<file path="config.mk">
export PLATFORM = sky130hd
export DESIGN_NAME = float16_accumulator_flat
export DESIGN_NICKNAME = d
export VERILOG_FILES = /design/src/rtl/float16_accumulator_if.sv /design/src/rtl/float16_accumulator.sv /design/src/flat_wrapper.sv
export SDC_FILE = /design/constraint.sdc
export NUM_CORES = 1
export LEC_CHECK = 0
export ABC_AREA = 1
export CAP_MARGIN = 25
export CORE_MARGIN = 4
export CORE_UTILIZATION = 65
export CTS_CLUSTER_DIAMETER = 150
export DETAILED_ROUTE_END_ITERATION = 8
export PLACE_DENSITY_LB_ADDON = 0.12
export SYNTH_ARGS = -nofsm -noshare
export SYNTH_HDL_FRONTEND = slang
export SYNTH_SLANG_ARGS = --single-unit
</file>
<file path="constraint.sdc">
create_clock -name clk -period 9.02 [get_ports clk]
set_clock_uncertainty 0.1 [all_clocks]
set_input_delay 1.804 -clock clk [delete_from_list [all_inputs] [get_ports clk]]
set_output_delay 1.804 -clock clk [all_outputs]
set_load 0.01 [all_outputs]
</file>
<file path="src/rtl/float16_accumulator_if.sv">
// Operand and result handshake bundle for float16_accumulator.
// master drives operands and result-ready; slave is the accumulator.
interface float16_accumulator_if #(
    parameter int unsigned CNT_W = 8
);
    logic             in_valid;
    logic [15:0]      in_data;
    logic             in_last;
    logic             in_ready;
    logic             out_valid;
    logic [15:0]      out_data;
    logic [CNT_W-1:0] out_count;
    logic             out_ready;

    modport master (
        output in_valid, in_data, in_last, out_ready,
        input  in_ready, out_valid, out_data, out_count
    );

    modport slave (
        input  in_valid, in_data, in_last, out_ready,
        output in_ready, out_valid, out_data, out_count
    );
endinterface

</file>
<file path="src/rtl/float16_accumulator.sv">
// Sequential float16 accumulator: one operand per four cycles, truncating adder.
// Define FP16_ACC_SPECIAL_EN to honour Inf/NaN; otherwise exponent-31 inputs saturate.
module float16_accumulator #(
    parameter int unsigned CNT_W = 8
) (
    input logic                  clk,
    input logic                  rst,
    float16_accumulator_if.slave bus
);

`ifdef FP16_ACC_SPECIAL_EN
    localparam bit SpecialEn = 1'b1;
`else
    localparam bit SpecialEn = 1'b0;
`endif

    localparam logic [14:0] OvfMag = SpecialEn ? 15'h7C00 : 15'h7BFF;

    typedef enum logic [2:0] {StIdle, StAlign, StAdd, StNorm, StDone} state_e;

    state_e           state_q, state_d;
    logic [15:0]      acc_q, op_q, out_data_q;
    logic             last_q;
    logic [CNT_W-1:0] cnt_q;

    // Align-stage results
    logic             big_sign_q, small_sign_q;
    logic [4:0]       big_exp_q;
    logic [13:0]      big_man_q, small_man_q;

    // Add-stage results
    logic [14:0]      sum_q;
    logic             sum_sign_q;
    logic [4:0]       sum_exp_q;

    // Subnormals become +0; without special handling exponent 31 saturates.
    function automatic logic [15:0] sanitize(input logic [15:0] v);
        logic [15:0] r;
        r = v;
        if (v[14:10] == 5'd0) begin
            r = 16'h0000;
        end else if (!SpecialEn && v[14:10] == 5'd31) begin
            r = {v[15], 15'h7BFF};
        end
        return r;
    endfunction

    // ---------------- next state ----------------
    always_comb begin
        state_d = state_q;
        unique case (state_q)
            StIdle:  if (bus.in_valid) state_d = StAlign;
            StAlign: state_d = StAdd;
            StAdd:   state_d = StNorm;
            StNorm:  state_d = last_q ? StDone : StIdle;
            StDone:  if (bus.out_ready) state_d = StIdle;
            default: state_d = StIdle;
        endcase
    end

    // ---------------- align ----------------
    logic        acc_big;
    logic [15:0] big_v, small_v;
    logic [4:0]  exp_diff;
    logic [13:0] big_full, small_full, small_al;

    always_comb begin
        // Larger magnitude wins ties toward the accumulator so subtraction never goes negative
        acc_big    = acc_q[14:0] >= op_q[14:0];
        big_v      = acc_big ? acc_q : op_q;
        small_v    = acc_big ? op_q : acc_q;
        exp_diff   = big_v[14:10] - small_v[14:10];
        big_full   = (big_v[14:10] != 5'd0) ? {1'b1, big_v[9:0], 3'b000} : 14'd0;
        small_full = (small_v[14:10] != 5'd0) ? {1'b1, small_v[9:0], 3'b000} : 14'd0;
        small_al   = (exp_diff >= 5'd13) ? 14'd0 : (small_full >> exp_diff);
    end

    // ---------------- add ----------------
    logic        sub_op;
    logic [14:0] sum_d;
    logic        sum_sign_d;

    always_comb begin
        sub_op     = big_sign_q ^ small_sign_q;
        sum_d      = sub_op ? ({1'b0, big_man_q} - {1'b0, small_man_q})
                            : ({1'b0, big_man_q} + {1'b0, small_man_q});
        sum_sign_d = (sub_op && sum_d == 15'd0) ? 1'b0 : big_sign_q;
    end

    // ---------------- normalise ----------------
    logic [3:0]        lz;
    logic [13:0]       norm_man;
    logic signed [6:0] exp_n;
    logic [15:0]       norm_res;
    logic              a_nan, a_inf, b_nan, b_inf;

    always_comb begin
        lz = 4'd0;
        for (int i = 0; i < 14; i++) begin
            if (sum_q[i]) lz = 4'(13 - i);
        end
        if (sum_q[14]) begin
            norm_man = sum_q[14:1];
            exp_n    = $signed({2'b00, sum_exp_q}) + 7'sd1;
        end else begin
            norm_man = sum_q[13:0] << lz;
            exp_n    = $signed({2'b00, sum_exp_q}) - $signed({3'b000, lz});
        end

        if (sum_q == 15'd0 || exp_n < 7'sd1) begin
            norm_res = {sum_sign_q, 15'd0};
        end else if (exp_n >= 7'sd31) begin
            norm_res = {sum_sign_q, OvfMag};
        end else begin
            norm_res = {sum_sign_q, exp_n[4:0], norm_man[12:3]};
        end

        a_nan = (acc_q[14:10] == 5'd31) && (acc_q[9:0] != 10'd0);
        a_inf = (acc_q[14:10] == 5'd31) && (acc_q[9:0] == 10'd0);
        b_nan = (op_q[14:10] == 5'd31) && (op_q[9:0] != 10'd0);
        b_inf = (op_q[14:10] == 5'd31) && (op_q[9:0] == 10'd0);
        // Special values override the arithmetic path; NaN and Inf stay sticky in acc_q
        if (SpecialEn) begin
            if (a_nan || b_nan || (a_inf && b_inf && (acc_q[15] != op_q[15]))) begin
                norm_res = 16'h7E00;
            end else if (a_inf) begin
                norm_res = acc_q;
            end else if (b_inf) begin
                norm_res = {op_q[15], 15'h7C00};
            end
        end
    end

    // ---------------- state ----------------
    always_ff @(posedge clk) begin
        if (rst) begin
            state_q      <= StIdle;
            acc_q        <= 16'h0000;
            op_q         <= 16'h0000;
            last_q       <= 1'b0;
            cnt_q        <= '0;
            out_data_q   <= 16'h0000;
            big_sign_q   <= 1'b0;
            small_sign_q <= 1'b0;
            big_exp_q    <= 5'd0;
            big_man_q    <= 14'd0;
            small_man_q  <= 14'd0;
            sum_q        <= 15'd0;
            sum_sign_q   <= 1'b0;
            sum_exp_q    <= 5'd0;
        end else begin
            state_q <= state_d;
            if (state_q == StIdle && bus.in_valid) begin
                op_q   <= sanitize(bus.in_data);
                last_q <= bus.in_last;
                cnt_q  <= cnt_q + CNT_W'(1);
            end
            if (state_q == StAlign) begin
                big_sign_q   <= big_v[15];
                small_sign_q <= small_v[15];
                big_exp_q    <= big_v[14:10];
                big_man_q    <= big_full;
                small_man_q  <= small_al;
            end
            if (state_q == StAdd) begin
                sum_q      <= sum_d;
                sum_sign_q <= sum_sign_d;
                sum_exp_q  <= big_exp_q;
            end
            if (state_q == StNorm) begin
                acc_q <= norm_res;
                if (last_q) out_data_q <= norm_res;
            end
            if (state_q == StDone && bus.out_ready) begin
                acc_q <= 16'h0000;
                cnt_q <= '0;
            end
        end
    end

    assign bus.in_ready  = (state_q == StIdle);
    assign bus.out_valid = (state_q == StDone);
    assign bus.out_data  = out_data_q;
    assign bus.out_count = cnt_q;

endmodule
</file>
<file path="src/flat_wrapper.sv">
// flat-port wrapper written by rule: the top's interface ports become plain ports
module float16_accumulator_flat 
#(
    parameter int unsigned CNT_W = 8
)
  (clk, rst, bus_in_valid, bus_in_data, bus_in_last, bus_out_ready, bus_in_ready, bus_out_valid, bus_out_data, bus_out_count);
  float16_accumulator_if #(.CNT_W(CNT_W)) bus_i ();
  input logic clk;
  input logic rst;
  input wire logic [$bits(bus_i.in_valid)-1:0] bus_in_valid;
  input wire logic [$bits(bus_i.in_data)-1:0] bus_in_data;
  input wire logic [$bits(bus_i.in_last)-1:0] bus_in_last;
  input wire logic [$bits(bus_i.out_ready)-1:0] bus_out_ready;
  output wire logic [$bits(bus_i.in_ready)-1:0] bus_in_ready;
  output wire logic [$bits(bus_i.out_valid)-1:0] bus_out_valid;
  output wire logic [$bits(bus_i.out_data)-1:0] bus_out_data;
  output wire logic [$bits(bus_i.out_count)-1:0] bus_out_count;
  assign bus_i.in_valid = bus_in_valid;
  assign bus_i.in_data = bus_in_data;
  assign bus_i.in_last = bus_in_last;
  assign bus_i.out_ready = bus_out_ready;
  assign bus_in_ready = bus_i.in_ready;
  assign bus_out_valid = bus_i.out_valid;
  assign bus_out_data = bus_i.out_data;
  assign bus_out_count = bus_i.out_count;
  float16_accumulator #(.CNT_W(CNT_W)) u_core (.clk(clk), .rst(rst), .bus(bus_i));
endmodule
</file>
## After elaboration in Yosys (flattened, before gate mapping)

Cells that the tools add are included.

| storage, ports and cells | value |
|---|---|
| register bits after elaboration | 116 |
| bits of input ports | 21 |
| logic and storage cells | 78 |
| output and inout port bits | 26 |

| cells by class | value |
|---|---|
| mux-type cells | 31 |
| eq/ne operators | 7 |
| order comparisons | 4 |
| add/sub/neg operators | 6 |
| shift-type cells | 2 |
| bitwise operators | 1 |
| reduce and logical (&&, ||, !) cells | 13 |

Operators with widths:

| operator | number |
|---|---|
| $mux W15 | 4 |
| $mux W4 | 14 |
| $mux W16 | 3 |
| $mux W14 | 3 |
| $logic_not A15 Y1 | 2 |
| $add A14 B14 Y15 | 1 |
| $ge A15 B15 Y1 | 1 |
| $pmux W3 S5 | 1 |
| $sub A14 B14 Y15 | 1 |
| $shl A14 B4 Y13 | 1 |
| $shr A14 B5 Y14 | 1 |
| $mux W13 | 1 |
| $reduce_bool A5 Y1 | 2 |
| $mux W3 | 3 |
| $add A8 B1 Y8 const B | 1 |
| $ge A7 B6 Y1 const B | 1 |
| $lt A7 B2 Y1 const B | 1 |
| $mux W7 | 1 |
| $add A5 B1 Y6 const B | 1 |
| $eq A3 B2 Y1 const B | 2 |
| $sub A5 B4 Y6 | 1 |
| $eq A5 B5 Y1 const B | 1 |
| $ge A5 B4 Y1 const B | 1 |
| $logic_not A5 Y1 | 1 |
| other kinds (11) | 15 |

## Depth between registers and ports, before layout

Gate-level depths: netlist of run 1.

| logic depth | value |
|---|---|
| depth in word-level cells | 19 |
| mapped depth | 27 |

## Worst setup path before layout of run 1

Ideal clock, no wire load.

| timing | value |
|---|---|
| kind | register to register |
| start point | register u_core.small_man_q[0] |
| end point | register u_core.sum_sign_q |
| path buffers | 0 |
| cell stages (with the launch flop) | 22 |
| data arrival time | 3.239 ns |
| setup slack | 5.549 ns |
| data required time | 8.788 ns |
| cells stage by stage | dfxtp_1 nor3_1 inv_1 nor3_1 nor3b_1 or3b_2 o31ai_1 xor2_1 inv_1 ha_1 nand2_1 nor2_1 nand3b_1 o2111ai_1 nand3_1 nand2_1 xor2_1 nand2_1 nor2_1 nand3_1 nand2_1 a21oi_1 |

| on the way | value |
|---|---|
| cells in the longest elaborated chain, start to end | 5 |

Ends and longest elaborated chain:

| item | line | RTL |
|---|---|---|
| start, declared | float16_accumulator.sv:29 | `logic [13:0] big_man_q, small_man_q;` |
| start signal, assigned | float16_accumulator.sv:163 | `small_man_q <= small_al;` |
| $add A14 B14 Y15 or $sub A14 B14 Y15 (tied branches) | float16_accumulator.sv:86, float16_accumulator.sv:85 |  |
| $mux W15 * | float16_accumulator.sv:85 | `sum_d = sub_op ? ({1'b0, big_man_q} - {1'b0, small_man_q})` |
| $logic_not A15 Y1 * | float16_accumulator.sv:87 | `sum_sign_d = (sub_op && sum_d == 15'd0) ? 1'b0 : big_sign_q;` |
| $logic_and A1 B1 Y1 * | float16_accumulator.sv:87 |  |
| $mux W1 * | float16_accumulator.sv:87 |  |
| end signal, assigned | float16_accumulator.sv:167 | `sum_sign_q <= sum_sign_d;` |
| end, declared | float16_accumulator.sv:33 | `logic sum_sign_q;` |

Every way passes the cells marked *; elsewhere a longest branch is shown, timed or not.
A chain may end at the register's enable or synchronous reset.

## Final worst setup path of run 1

| timing | value |
|---|---|
| start point | input rst |
| end point | register u_core.acc_q[9] |

| on the way | value |
|---|---|
| cells in the longest elaborated chain, start to end | 1 |

Ends and longest elaborated chain:

| item | line | RTL |
|---|---|---|
| start, declared | flat_wrapper.sv:9 | `input logic rst;` |
| $reduce_or A2 Y1 (no source line) | -- |  |
| end signal, assigned | float16_accumulator.sv:171 | `acc_q <= norm_res;` |
| end, declared | float16_accumulator.sv:22 | `logic [15:0] acc_q, op_q, out_data_q;` |

Every way passes these cells.

==> results.py, run 1 <==
metrics = {
    "status": {
        "outcome": "completed",
    },
    "grt": {
        "antenna_found_initial": 1,
        "grt_max_degree": 55,
        "grt_pass1_wl_um": 33600,
        "grt-ovfl-total": 0,
        "grt_use_total_pct": 30.9,
        "first_global_vias": 7036,
    },
    "synthesis": {
        "synth_cells": 1188,
        "synth_area_um2": 7740,
        "synth_edf_count": 0,
        "ys_types": 47,
        "avgSynthCellArea_um2": 6.52,
        "synth_seq_area_share_pct": 29.2,
        "async_reset_ff_share_pct": 0,
        "ys.flop_type": "dfxtp_1",
        "synth_nets": 1245,
        "synth_warnings": 0,
        "ys_ff_latch": 113,
    },
    "pwr": {
        "swShare_pct": 46.5,
        "power_switching_w": 0.00115,
        "intPower_w": 0.00133,
        "seqPwrFrac_pct": 22.9,
        "ir_drop_uv": 178,
        "power.density_nw_per_um2": 285,
        "p_leak_nw": 3.99,
        "combPwrFrac_pct": 53.0,
        "clockPowerShare_pct": 24.1,
    },
    "drt": {
        "drt-pass1-iter-count": 6,
        "wl_met2_um": 9550,
        "finalWirelength_um": 20600,
        "met1_length_um": 9340,
        "drtAntennaViolNets": 0,
        "top_layer": "met5",
        "drc_errors": 0,
        "via_per_inst": 5.74,
        "drt_iter0_markers": 787,
        "met3_length_um": 1140,
        "vias": 7826,
        "wl_per_cell_um": 15.1,
    },
    "clocking": {
        "cts_hold_buf": 0,
        "post_cts_resized": 0,
        "clk_pin_slew_worst_paths_ns": 0.06,
        "cts_tree": "built",
        "numCtsBuffers": 17,
        "cts_num_sinks": 113,
        "cts_buffer_depth": 2,
        "clk-insertion-delay-late_ns": 0.42,
        "post_cts_buffers": 0,
        "htree_num_levels": 4,
        "cts_root_buffer": "clkbuf_16",
    },
    "setup_path": {
        "critPathLaunchType": "input port",
        "end_kind": "register",
        "reg2reg_from": "u_core.sum_q[1]",
        "path_cells": "buf_2 > buf_4 > clkinv_1 > nand2_1 > inv_1 > o21ai_0 > a21oi_1",
        "rrSetupSlack_ns": 4.64,
        "worstPathMaxFanout": 54,
        "r2r-end": "u_core.bus.out_data[5]",
        "crit_path_top_delay_cell": "clkinv_1",
        "ff2ff_path_depth": 23,
        "worstPathArrival_ns": 4.62,
        "crit_required_ns": 9.22,
        "worstSetupPathType": "input port to register",
        "critPathMaxStageDelay_ns": 0.99,
    },
    "timing": {
        "min_period_over_period_pct": 49.1,
        "timing.final.crit_period_ns": 4.42,
        "rsz0062_at_grt": "false",
        "hold_viol_final": 0,
        "fin_tns_setup_ns": 0,
        "relSlewSlack_pct": 33.2,
        "drv_slew": 0,
        "setup_slack_ns": 4.60,
        "setup_viol": 0,
        "max_freq_ghz": 0.226,
        "worst_pin_slew_ns": 0.995,
    },
    "hold_path": {
        "min_to": "u_core.sum_exp_q[4]",
        "hp-class": "register to register",
        "hp-start": "u_core.big_exp_q[4]",
        "whs_path_depth": 2,
    },
    "finish": {
        "fin_area_um2": 8710,
        "num-nets-final": 1264,
        "n_fill_cell": 958,
        "area_delta_synth_final_pct": 12.4,
        "post_route_cells_drive_above_1_share_pct": 8.20,
        "instances_no_fill": 1363,
        "fin_util_pct": 75.6,
        "antenna_cells": 0,
    },
    "placement": {
        "dp_hpwl_um": 15200,
        "place.gp.congestion": 0.982,
        "io_buffers": 46,
        "dp_cells": 1330,
        "dp_slack_ns": 4.32,
        "placedInstanceArea_um2": 8160,
    },
    "floorplan": {
        "num_rows": 39,
        "start_util_pct": 67.2,
        "dieArea_um2": 13700,
        "core_area_um2": 11500,
        "io_pins": 47,
        "fp.dieW_um": 117,
        "die_h_um": 117,
    },
    "flow_run": {
        "cap_violations": 0,
    },
}
power groups by stage:
stage                     Combinational (W)  Sequential (W)  Clock [W]
after floorplan                     0.00107        0.000564          0
after global placement              0.00126        0.000576          0
after detailed placement            0.00128        0.000577          0
after CTS                           0.00129        0.000567   0.000601
after global routing                0.00148        0.000572   0.000622
final                               0.00132        0.000568   0.000599
registers in the layout, summed over array words and instances (netlist names):
| signal | flops |
|---|---|
| u_core.acc_q | 16 |
| u_core.bus.out_data | 16 |
| u_core.op_q | 16 |
| u_core.sum_q | 15 |
| u_core.small_man_q | 14 |
| u_core.big_man_q | 11 |
| u_core.bus.out_count | 8 |
| u_core.big_exp_q | 5 |
| u_core.sum_exp_q | 5 |
| u_core.state_q | 3 |
| u_core.big_sign_q | 1 |
| u_core.last_q | 1 |
| u_core.small_sign_q | 1 |
| u_core.sum_sign_q | 1 |
logic make-up (layout without fill, tap and decap cells):
| logic type | Yosys count | in the layout | synth area share [%] |
|---|---|---|---|
| XOR/XNOR | 28 | 28 | 3.17 |
| AO/OA/AOI/OAI | 280 | 280 | 20.7 |
| AND/OR/NAND/NOR | 523 | 523 | 29.9 |
| adder cells (fa/ha/maj) | 36 | 36 | 5.91 |
| buffers and inverters | 208 | 240 | 11.0 |
| flip-flops | 113 | 113 | 29.2 |
worst max-delay path: cells and delay by family:
family,cells,cell delay [ns]
compound gates,2,0.28
simple gates,1,0.57
buf+inv,4,1.91
cells in the final DEF (no fill, tap or decap), drive strengths merged:
master,n
clkinv,7
clkdlybuf4s50,45
xor2,23
clkinvlp,6
a21oi,146
o21a,1
nand2,287
dfxtp,113
nor3,25
buf,8
nor3b,3
o2111a,1
nand3b,4
o31ai,4
fa,1
nand4,13
xnor2,5
nand3,117
o21ai,104
ha,35
o2111ai,1
nor4,2
o211ai,20
clkbuf,20
inv,154
or3b,1
a211oi,2
nor2,69
or2,2
o41ai,1
cell usage after synthesis (2+ instances only):
master | count | area share [%]
nor3b_1 | 3 | 0.29
nor2_4 | 2 | 0.29
xor2_1 | 23 | 2.6
nand2_1 | 274 | 13
clkbuf_1 | 37 | 1.8
xnor2_1 | 5 | 0.57
nor2_2 | 2 | 0.16
buf_2 | 5 | 0.32
o31ai_1 | 4 | 0.39
o21ai_2 | 3 | 0.34
clkinv_1 | 3 | 0.15
nor2_1 | 65 | 3.2
o211ai_2 | 9 | 1.5
o211ai_1 | 11 | 1.1
dfxtp_1 | 113 | 29
buf_6 | 7 | 1.0
a21oi_2 | 12 | 1.4
nand3_4 | 2 | 0.45
o21ai_0 | 96 | 6.2
inv_1 | 143 | 6.9
nor4_1 | 2 | 0.16
nand3_2 | 3 | 0.39
nand4_1 | 13 | 1.1
nand3b_1 | 4 | 0.39
nand3_1 | 112 | 7.2
a21oi_1 | 133 | 8.6
ha_1 | 35 | 5.7
nand2_2 | 12 | 0.97
inv_2 | 9 | 0.44
buf_1 | 2 | 0.097
a211oi_1 | 2 | 0.19
o21ai_1 | 4 | 0.26
nor3_1 | 24 | 1.6
per-stage QoR:
| step | total power (W) | hold slack [ns] |
|---|---|---|
| detailed placement | 0.00186 | 0.346 |
| global route | 0.00267 | 0.378 |
| finish | 0.00248 | 0.349 |
| CTS | 0.00246 | 0.350 |
| global placement | 0.00184 | 0.340 |
| floorplan | 0.00163 | 0.330 |
layout make-up:
class	count	area (µm²)	area share (%)
Inverter	155	582	6.68
Sequential cell	113	2260	26.0
Clock inverter	12	86.3	0.992
Clock buffer	20	447	5.13
Multi-Input combinational cell	867	4630	53.2
Timing Repair Buffer	53	515	5.92
Tap cell	143	179	2.06
metal layers:
metal / global-route usage [%] / vias up
met2: 49.3 / 259
met3: 4.88 / 40
li1: - / 3970
met1: 42.5 / 3555
met4: 11.1 / 2
met5: 0 / -
how the worst max path moves through the flow:
stage,start,endpoint,cells past startpoint
6_report,rst,u_core.acc_q[9],7
5_1_grt,u_core.sum_q[1],u_core.bus.out_data[5],23
4_1_cts,rst,u_core.acc_q[9],7
3_5_place_dp,rst,u_core.acc_q[7],7
3_3_place_gp,u_core.sum_q[1],u_core.acc_q[11],22
2_1_floorplan,u_core.small_man_q[0],u_core.sum_sign_q,21
Note: power is estimated with default switching activity, not from simulation.
==> inputs of run 2 (changes only) <==
Settings changed: CORE_UTILIZATION 65 to 55.
Clock period 9.02 ns to 3.7 ns, I/O delays scaled along.
==> results.py, run 2 (synthesis gave the netlist of run 1 again) <==
metrics = {
    "finish": {
        "final_cell_mix": "nand2_1, inv_1, a21oi_1",
        "area_delta_synth_final_pct": 17.6,
        "num-nets-final": 1295,
        "post_route_cells_drive_above_1_share_pct": 12.0,
        "fin_area_um2": 9110,
        "final_common_cell": "nand2_1",
        "antenna_cells": 0,
    },
    "grt": {
        "grt-ovfl-total": 0,
        "antenna_found_initial": 0,
        "grt_max_degree": 54,
        "grt_pass1_wl_um": 34300,
        "first_global_vias": 7018,
        "grt_use_total_pct": 26.2,
    },
    "drt": {
        "via_per_inst": 5.45,
        "drt_iter0_markers": 706,
        "finalWirelength_um": 20900,
        "drt-pass1-iter-count": 6,
        "wl_per_cell_um": 14.6,
        "vias": 7793,
        "drc_errors": 0,
        "drtAntennaViolNets": 0,
    },
    "timing": {
        "drv_slew": 0,
        "worst_pin_slew_ns": 0.640,
        "hold_viol_final": 0,
        "setup_viol": 0,
        "relSlewSlack_pct": 57.0,
        "max_freq_ghz": 0.286,
        "timing.final.crit_period_ns": 3.50,
        "rsz0062_at_grt": "true",
        "min_period_over_period_pct": 94.5,
    },
    "clocking": {
        "clk-insertion-delay-late_ns": 0.42,
        "numCtsBuffers": 17,
        "cts_num_sinks": 113,
        "cts_hold_buf": 0,
        "cts_tree": "built",
        "clk_pin_slew_worst_paths_ns": 0.06,
        "cts_buffer_depth": 2,
        "htree_num_levels": 4,
        "cts_root_buffer": "clkbuf_16",
    },
    "floorplan": {
        "io_pins": 47,
        "die_h_um": 127,
        "core_area_um2": 13800,
        "start_util_pct": 56.0,
        "num_rows": 43,
        "dieArea_um2": 16000,
        "fp.dieW_um": 127,
    },
    "setup_path": {
        "crit_required_ns": 3.88,
        "critPathMaxStageDelay_ns": 0.42,
        "cpMostUsedCell": "nand2_1",
        "worstPathMaxFanout": 2,
        "critPathLaunchType": "register",
        "end_kind": "register",
        "worstPathArrival_ns": 3.67,
        "crit_path_top_delay_cell": "or3b_4",
        "path_cells": "nor3_2 > inv_1 > nor3_2 > nor3b_2 > or3b_4 > o31ai_4 > xor2_1 > inv_1 > ha_4 > nand2_2 > nor2_4 > nand3b_1 > o2111ai_2 > nand3_1 > nand2_1 > xor2_1 > nand2_1 > nor2_1 > nand3_1 > nand2_1 > a21oi_1",
        "worstSetupPathType": "register to register",
    },
    "placement": {
        "placedInstanceArea_um2": 8430,
        "place.gp.congestion": 0.955,
        "dp_hpwl_um": 15700,
        "io_buffers": 46,
    },
    "pwr": {
        "ir_drop_uv": 341,
        "p_leak_nw": 4.19,
        "finalPower_w": 0.00650,
        "power.density_nw_per_um2": 714,
    },
    "flow_run": {
        "cap_violations": 0,
    },
    "hold_path": {
        "hp-class": "register to register",
    },
    "status": {
        "outcome": "completed",
    },
}
## run 2: cell types whose count changed in the layout (fill, tap and decap cells not counted), moves of 3 or more
| cell | before | now |
|---|---|---|
| buf_4 | 6 | 38 |
| clkinv_4 | 1 | 5 |
| ha_1 | 35 | 32 |
| nor3_1 | 23 | 20 |
| nor3_2 | 2 | 5 |
## run 2: area by class of cell
type,count,area [µm²]
Multi-Input combinational cell,867,4720
Timing Repair Buffer,84,741
Fill cell,1282,4720
Tap cell,180,225
Inverter,155,586
Clock inverter,14,133
Sequential cell,113,2260
Clock buffer,18,439
## run 2: worst paths after layout
path | from | endpoint | slack [ns] | cells after the start
min | u_core.big_exp_q[0] | u_core.sum_exp_q[0] | 0.36 | 2
min reg2reg | u_core.big_exp_q[0] | u_core.sum_exp_q[0] | 0.36 | 2
max reg2reg | u_core.small_man_q[2] | u_core.sum_sign_q | 0.20 | 21
max | u_core.small_man_q[2] | u_core.sum_sign_q | 0.20 | 21
## run 2: power breakdown
part | internal, W | switching (W) | total (W)
logic | 0.00129 | 0.00226 | 0.00355
clock network | 0.000947 | 0.000622 | 0.00157
registers | 0.00130 | 0.0000862 | 0.00138
## run 2: stage by stage
step / util (%) / setup TNS, ns / setup WS (ns) / std cells / hold WS [ns]
3_3_place_gp: 61.0 / 0 / 0.0424 / 1397 / 0.342
3_5_place_dp: 61.0 / -0.0493 / -0.0493 / 1397 / 0.348
5_1_grt: 65.9 / -0.216 / -0.149 / 1431 / 0.383
2_1_floorplan: - / 0 / 0.229 / 1188 / 0.330
4_1_cts: 65.2 / 0 / 0.0129 / 1429 / 0.359
6_report: 65.9 / 0 / 0.203 / 1431 / 0.361
## run 2: layer usage
metal	up-vias	part of all wire, %	routed length [µm]	track usage (%)
met2	237	45	9460	41.2
met1	3482	46	9660	35.6
li1	4036	-	-	-
met4	0	2.6	535	9.46
met3	38	5.8	1220	5.43
met5	-	0	0	0
## run 2: critical path, delay by kind of cell (launching register included)
kind,cells,cell delay (ns)
AND/OR/NAND/NOR,13,1.78
XOR/XNOR,2,0.36
AO/OA/AOI/OAI,3,0.33
flip-flops,1,0.32
adder cells (fa/ha/maj),1,0.28
buffers and inverters,2,0.17
## run 2: timing repair
item	4_1_cts	5_1_grt
setup endpoints to repair	1	13
resized for setup	2	19
setup buffers	0	2
hold endpoints to repair	0	0
pin swaps	0	6
==> inputs of run 3 (changes only) <==
Settings changed: MAX_ROUTING_LAYER set to met4.
==> results.py, run 3 (synthesis gave the netlist of run 1 again) <==
metrics = {
    "finish": {
        "area.sequential_um2": 2260,
        "multi_input_area_um2": 4710,
        "final_cell_mix": "nand2_1, inv_1, a21oi_1",
        "post_route_cells_drive_above_1_share_pct": 11.8,
        "area_delta_synth_final_pct": 17.5,
        "antenna_cells": 0,
        "num-nets-final": 1294,
        "n_fill_cell": 1285,
        "final_common_cell": "nand2_1",
    },
    "drt": {
        "via_per_inst": 5.51,
        "wl_per_cell_um": 14.8,
        "drt_iter0_markers": 737,
        "drc_errors": 0,
        "vias": 7881,
        "finalWirelength_um": 21100,
        "drtAntennaViolNets": 0,
        "drt-pass1-iter-count": 5,
    },
    "timing": {
        "setup_slack_ns": 0.171,
        "relSlewSlack_pct": 56.5,
        "hold_ws_ns": 0.358,
        "timing.final.crit_period_ns": 3.53,
        "rsz0062_at_grt": "true",
        "fin_tns_setup_ns": 0,
        "setup_viol": 0,
        "worst_pin_slew_ns": 0.653,
        "drv_slew": 0,
        "min_period_over_period_pct": 95.4,
        "max_freq_ghz": 0.283,
        "hold_viol_final": 0,
    },
    "hold_path": {
        "whs_path_depth": 2,
        "hp-class": "register to register",
        "min_to": "u_core.sum_exp_q[0]",
        "hp-start": "u_core.big_exp_q[0]",
    },
    "clocking": {
        "clk_pin_slew_worst_paths_ns": 0.06,
        "cts_hold_buf": 0,
        "htree_num_levels": 4,
        "numCtsBuffers": 17,
        "cts_num_sinks": 113,
        "clk-insertion-delay-late_ns": 0.42,
        "cts_root_buffer": "clkbuf_16",
        "cts_tree": "built",
        "cts_buffer_depth": 2,
    },
    "pwr": {
        "clockPowerShare_pct": 25.5,
        "p_leak_nw": 4.19,
        "ir_drop_uv": 374,
        "combPwrFrac_pct": 53.3,
        "power_switching_w": 0.00296,
        "intPower_w": 0.00356,
        "seqPwrFrac_pct": 21.2,
        "power.density_nw_per_um2": 716,
        "swShare_pct": 45.4,
    },
    "setup_path": {
        "r2r-end": "u_core.sum_sign_q",
        "startpoint": "u_core.small_man_q[2]",
        "end_kind": "register",
        "critPathLaunchType": "register",
        "reg2reg_from": "u_core.small_man_q[2]",
        "worstPathMaxFanout": 2,
        "worstPathArrival_ns": 3.69,
        "ff2ff_path_depth": 19,
        "worstSetupPathType": "register to register",
        "rrSetupSlack_ns": 0.17,
        "crit_required_ns": 3.86,
    },
    "status": {
        "outcome": "completed",
    },
    "placement": {
        "io_buffers": 46,
        "dp_hpwl_um": 15700,
        "dp_slack_ns": -0.0630,
        "place.gp.congestion": 0.995,
    },
    "floorplan": {
        "io_pins": 47,
        "num_rows": 43,
        "fp.dieW_um": 127,
        "dieArea_um2": 16000,
        "core_area_um2": 13800,
        "die_h_um": 127,
        "start_util_pct": 56.0,
    },
    "grt": {
        "antenna_found_initial": 0,
        "grt_pass1_wl_um": 34200,
        "grt_max_degree": 54,
        "first_global_vias": 7005,
        "grt-ovfl-total": 0,
        "grt_use_total_pct": 27.0,
    },
    "flow_run": {
        "cap_violations": 0,
    },
}
-- run 3: cell types whose count changed in the layout (fill, tap and decap cells not counted), moves of 2 or more --
cell / previous run / this run
clkinv_4: 5 / 0
ha_2: 2 / 0
o21ai_2: 3 / 7
o21ai_0: 95 / 92
inv_6: 3 / 6
ha_1: 32 / 35
-- run 3: per-stage QoR --
| stage | instance area (µm²) | std cells | util [%] | power [W] |
|---|---|---|---|---|
| floorplan | 7740 | 1188 | - | 0.00397 |
| global placement | 8440 | 1398 | 61.0 | 0.00469 |
| detailed placement | 8440 | 1398 | 61.0 | 0.00470 |
| CTS | 9040 | 1430 | 65.4 | 0.00638 |
| global route | 9100 | 1430 | 65.8 | 0.00702 |
| finish | 9100 | 1430 | 65.8 | 0.00652 |
-- run 3: timing repair --
action	in CTS	in global routing
setup buffers	0	0
pin swaps	0	4
setup endpoints to repair	1	19
gates resized for setup	2	20
-- run 3: routing by layer --
| layer | global-route usage [%] | up-vias | part of all wire [%] |
|---|---|---|---|
| li1 | - | 4029 | - |
| met2 | 40.8 | 230 | 45 |
| met3 | 5.14 | 50 | 4.9 |
| met5 | - | - | 0 |
| met1 | 36.2 | 3572 | 47 |
| met4 | 10.1 | 0 | 3.3 |
-- run 3: layout make-up --
type                       instances  share of cell area, %
clock inverter                    13                   1.62
multi-input combinational        867                   51.7
inverter                         155                   6.43
tap                              180                   2.47
clock buffer                      19                   4.87
timing repair buffer              83                   8.05
sequential                       113                   24.9
-- run 3: power by group through the flow --
stage | Clock (W) | Combinational (W) | Sequential, W
after floorplan | 0 | 0.00260 | 0.00138
after global placement | 0 | 0.00329 | 0.00140
after detailed placement | 0 | 0.00331 | 0.00140
after CTS | 0.00167 | 0.00333 | 0.00138
after global routing | 0.00173 | 0.00390 | 0.00139
final | 0.00166 | 0.00347 | 0.00138
-- run 3: critical path, stage by stage (launching register included) --
cell and delay, ns:
dfxtp_1 0.32, nor3_2 0.20, inv_1 0.07, nor3_2 0.13, nor3b_2 0.22, or3b_4 0.42, o31ai_4 0.23, xor2_1 0.17
inv_1 0.06, ha_1 0.30, buf_4 0.15, a21oi_1 0.15, o2111ai_2 0.15, buf_4 0.16, xor2_1 0.16, nand2_1 0.08
nor2_1 0.11, nand3_1 0.08, nand2_1 0.07, a21oi_1 0.06
-- run 3: worst max path at each step --
stage,to,slack (ns)
final,u_core.sum_sign_q,0.17
after global placement,u_core.sum_sign_q,0.03
after global routing,u_core.sum_sign_q,-0.13
after floorplan,u_core.sum_sign_q,0.23
after CTS,u_core.sum_sign_q,0.002
after detailed placement,u_core.sum_sign_q,-0.06
==> variant: new RTL, flow settings as in run 3 <==
The option `FP16_ACC_SPECIAL_EN` is turned on by a define.
--- a/src/rtl/float16_accumulator.sv
+++ b/src/rtl/float16_accumulator.sv
@@ -1,5 +1,7 @@
 // Sequential float16 accumulator: one operand per four cycles, truncating adder.
 // Define FP16_ACC_SPECIAL_EN to honour Inf/NaN; otherwise exponent-31 inputs saturate.
+`define FP16_ACC_SPECIAL_EN
+
 module float16_accumulator #(
     parameter int unsigned CNT_W = 8
 ) (
Formal check against the unedited RTL: not equivalent (Yosys sat finds a counterexample within 10 cycles, from zero or initial values and one cycle with rst high).
==> variant against run 3 <==
Count of clock-buffer cells in the layout stayed put; sequential cell count did not move; largest cell class unchanged; worst setup slack improved by 0.032 ns; total power down 8.2%; routed wire length up 11%; largest power group unchanged; non-clock buffer count is 11 higher; area after synthesis up 1.5%; design area grew 3.9%.
==> variant: results (changes against run 3) <==
worst_setup_path:
  critPathMaxFanout: 5  # +3
  rrSetupSlack_ns: 0.20  # +0.03 ns
  r2r_cells: 27  # +8
  critPathArrivalTime_ns: 3.72  # +0.03 ns
  crit_path_max_incr_delay_ns: 0.37  # -0.05 ns
  r2r-start: "u_core.sum_q[2]"
  cp_slowest_cell: "fa_2"
  critPathCapture: "u_core.bus.out_data[9]"
placement:
  place_hpwl_mm: 17.3  # +9.7%
  gp_congestion: 0.951  # -4.5%
  dp_slack_ns: 0.00421  # +0.0673 ns
synth:
  ys_top_cells_by_count: "nand2_1 (252), inv_1 (161), nand3_1 (129)"
  synth_area_leaders: "dfxtp_1 (29%), nand2_1 (12%), nand3_1 (8.2%)"
timing:
  fmax_mhz: 286  # +0.91%
  tightest_slew_ns: 0.813  # +0.160 ns
power_and_ir_drop:
  p_comb_w: 0.00286  # -18%
  power_switching_share_pct: 42.9  # -2.5 points
  leakagePower_nw: 4.37  # +4.2%
final_layout:
  nets: 1330  # +2.8%
  nFillCells: 1263  # -1.7%
  drive_gt1_share_pct: 13.1  # +1.4 points
routing:
  first_iter_violations: 819  # +11%
  vias: 8394  # +6.5%
  wl_per_cell_um: 15.9  # +7.9%
clock_tree:
  htreeDepth: 4  # unchanged
outcome:
  status: "completed"
grt:
  grt_pass1_wl_mm: 37.5  # +9.6%
variant: cell types whose count changed in the layout (fill, tap and decap cells not counted), sizes merged, moves of 6 or more:
cell / delta
a211oi: +10
o21bai: +9
nor3: -6
nand2: -23
nor2: +12
a21oi: -22
nand3: +21
inv: +10
buf: +11
variant: cell families after synthesis:
group / Yosys count / synth area share, %
adder cells (fa/ha/maj): 36 / 5.83
flip-flops: 113 / 28.8
AO/OA/AOI/OAI: 281 / 20.5
XOR/XNOR: 26 / 2.90
AND/OR/NAND/NOR: 536 / 30.8
buffers and inverters: 221 / 11.1
variant: how the worst min path moves through the flow:
stage / to / slack (ns) / cells after the start
2_1_floorplan: u_core.sum_exp_q[4] / 0.33 / 2
3_3_place_gp: u_core.last_q / 0.34 / 2
3_5_place_dp: u_core.last_q / 0.35 / 2
4_1_cts: u_core.last_q / 0.36 / 2
5_1_grt: u_core.last_q / 0.38 / 2
6_report: u_core.last_q / 0.35 / 2
variant: area by class of cell:
class,instances,area [µm²],share of cell area [%]
Sequential cell,113,2260,24.0
Multi-Input combinational cell,879,4890,51.7
Inverter,168,634,6.71
Tap cell,180,225,2.38
Clock inverter,13,176,1.87
Clock buffer,19,453,4.79
Timing Repair Buffer,94,816,8.63
variant: routing by layer:
metal	part of all wire [%]	vias to the layer above	global-route usage, %
li1	-	4182	-
met1	44	3865	38.3
met2	47	299	46.0
met3	6.1	48	5.43
met4	2.9	0	11.0
met5	0	-	-
variant: per-stage QoR:
step / hold WS, ns / cell area (µm²) / instances / utilization, %
global placement: 0.345 / 8600 / 1426 / 61.7
detailed placement: 0.348 / 8600 / 1426 / 61.7
global route: 0.381 / 9460 / 1466 / 67.9
floorplan: 0.330 / 7860 / 1213 / -
finish: 0.354 / 9460 / 1466 / 67.9
CTS: 0.357 / 9230 / 1458 / 66.2
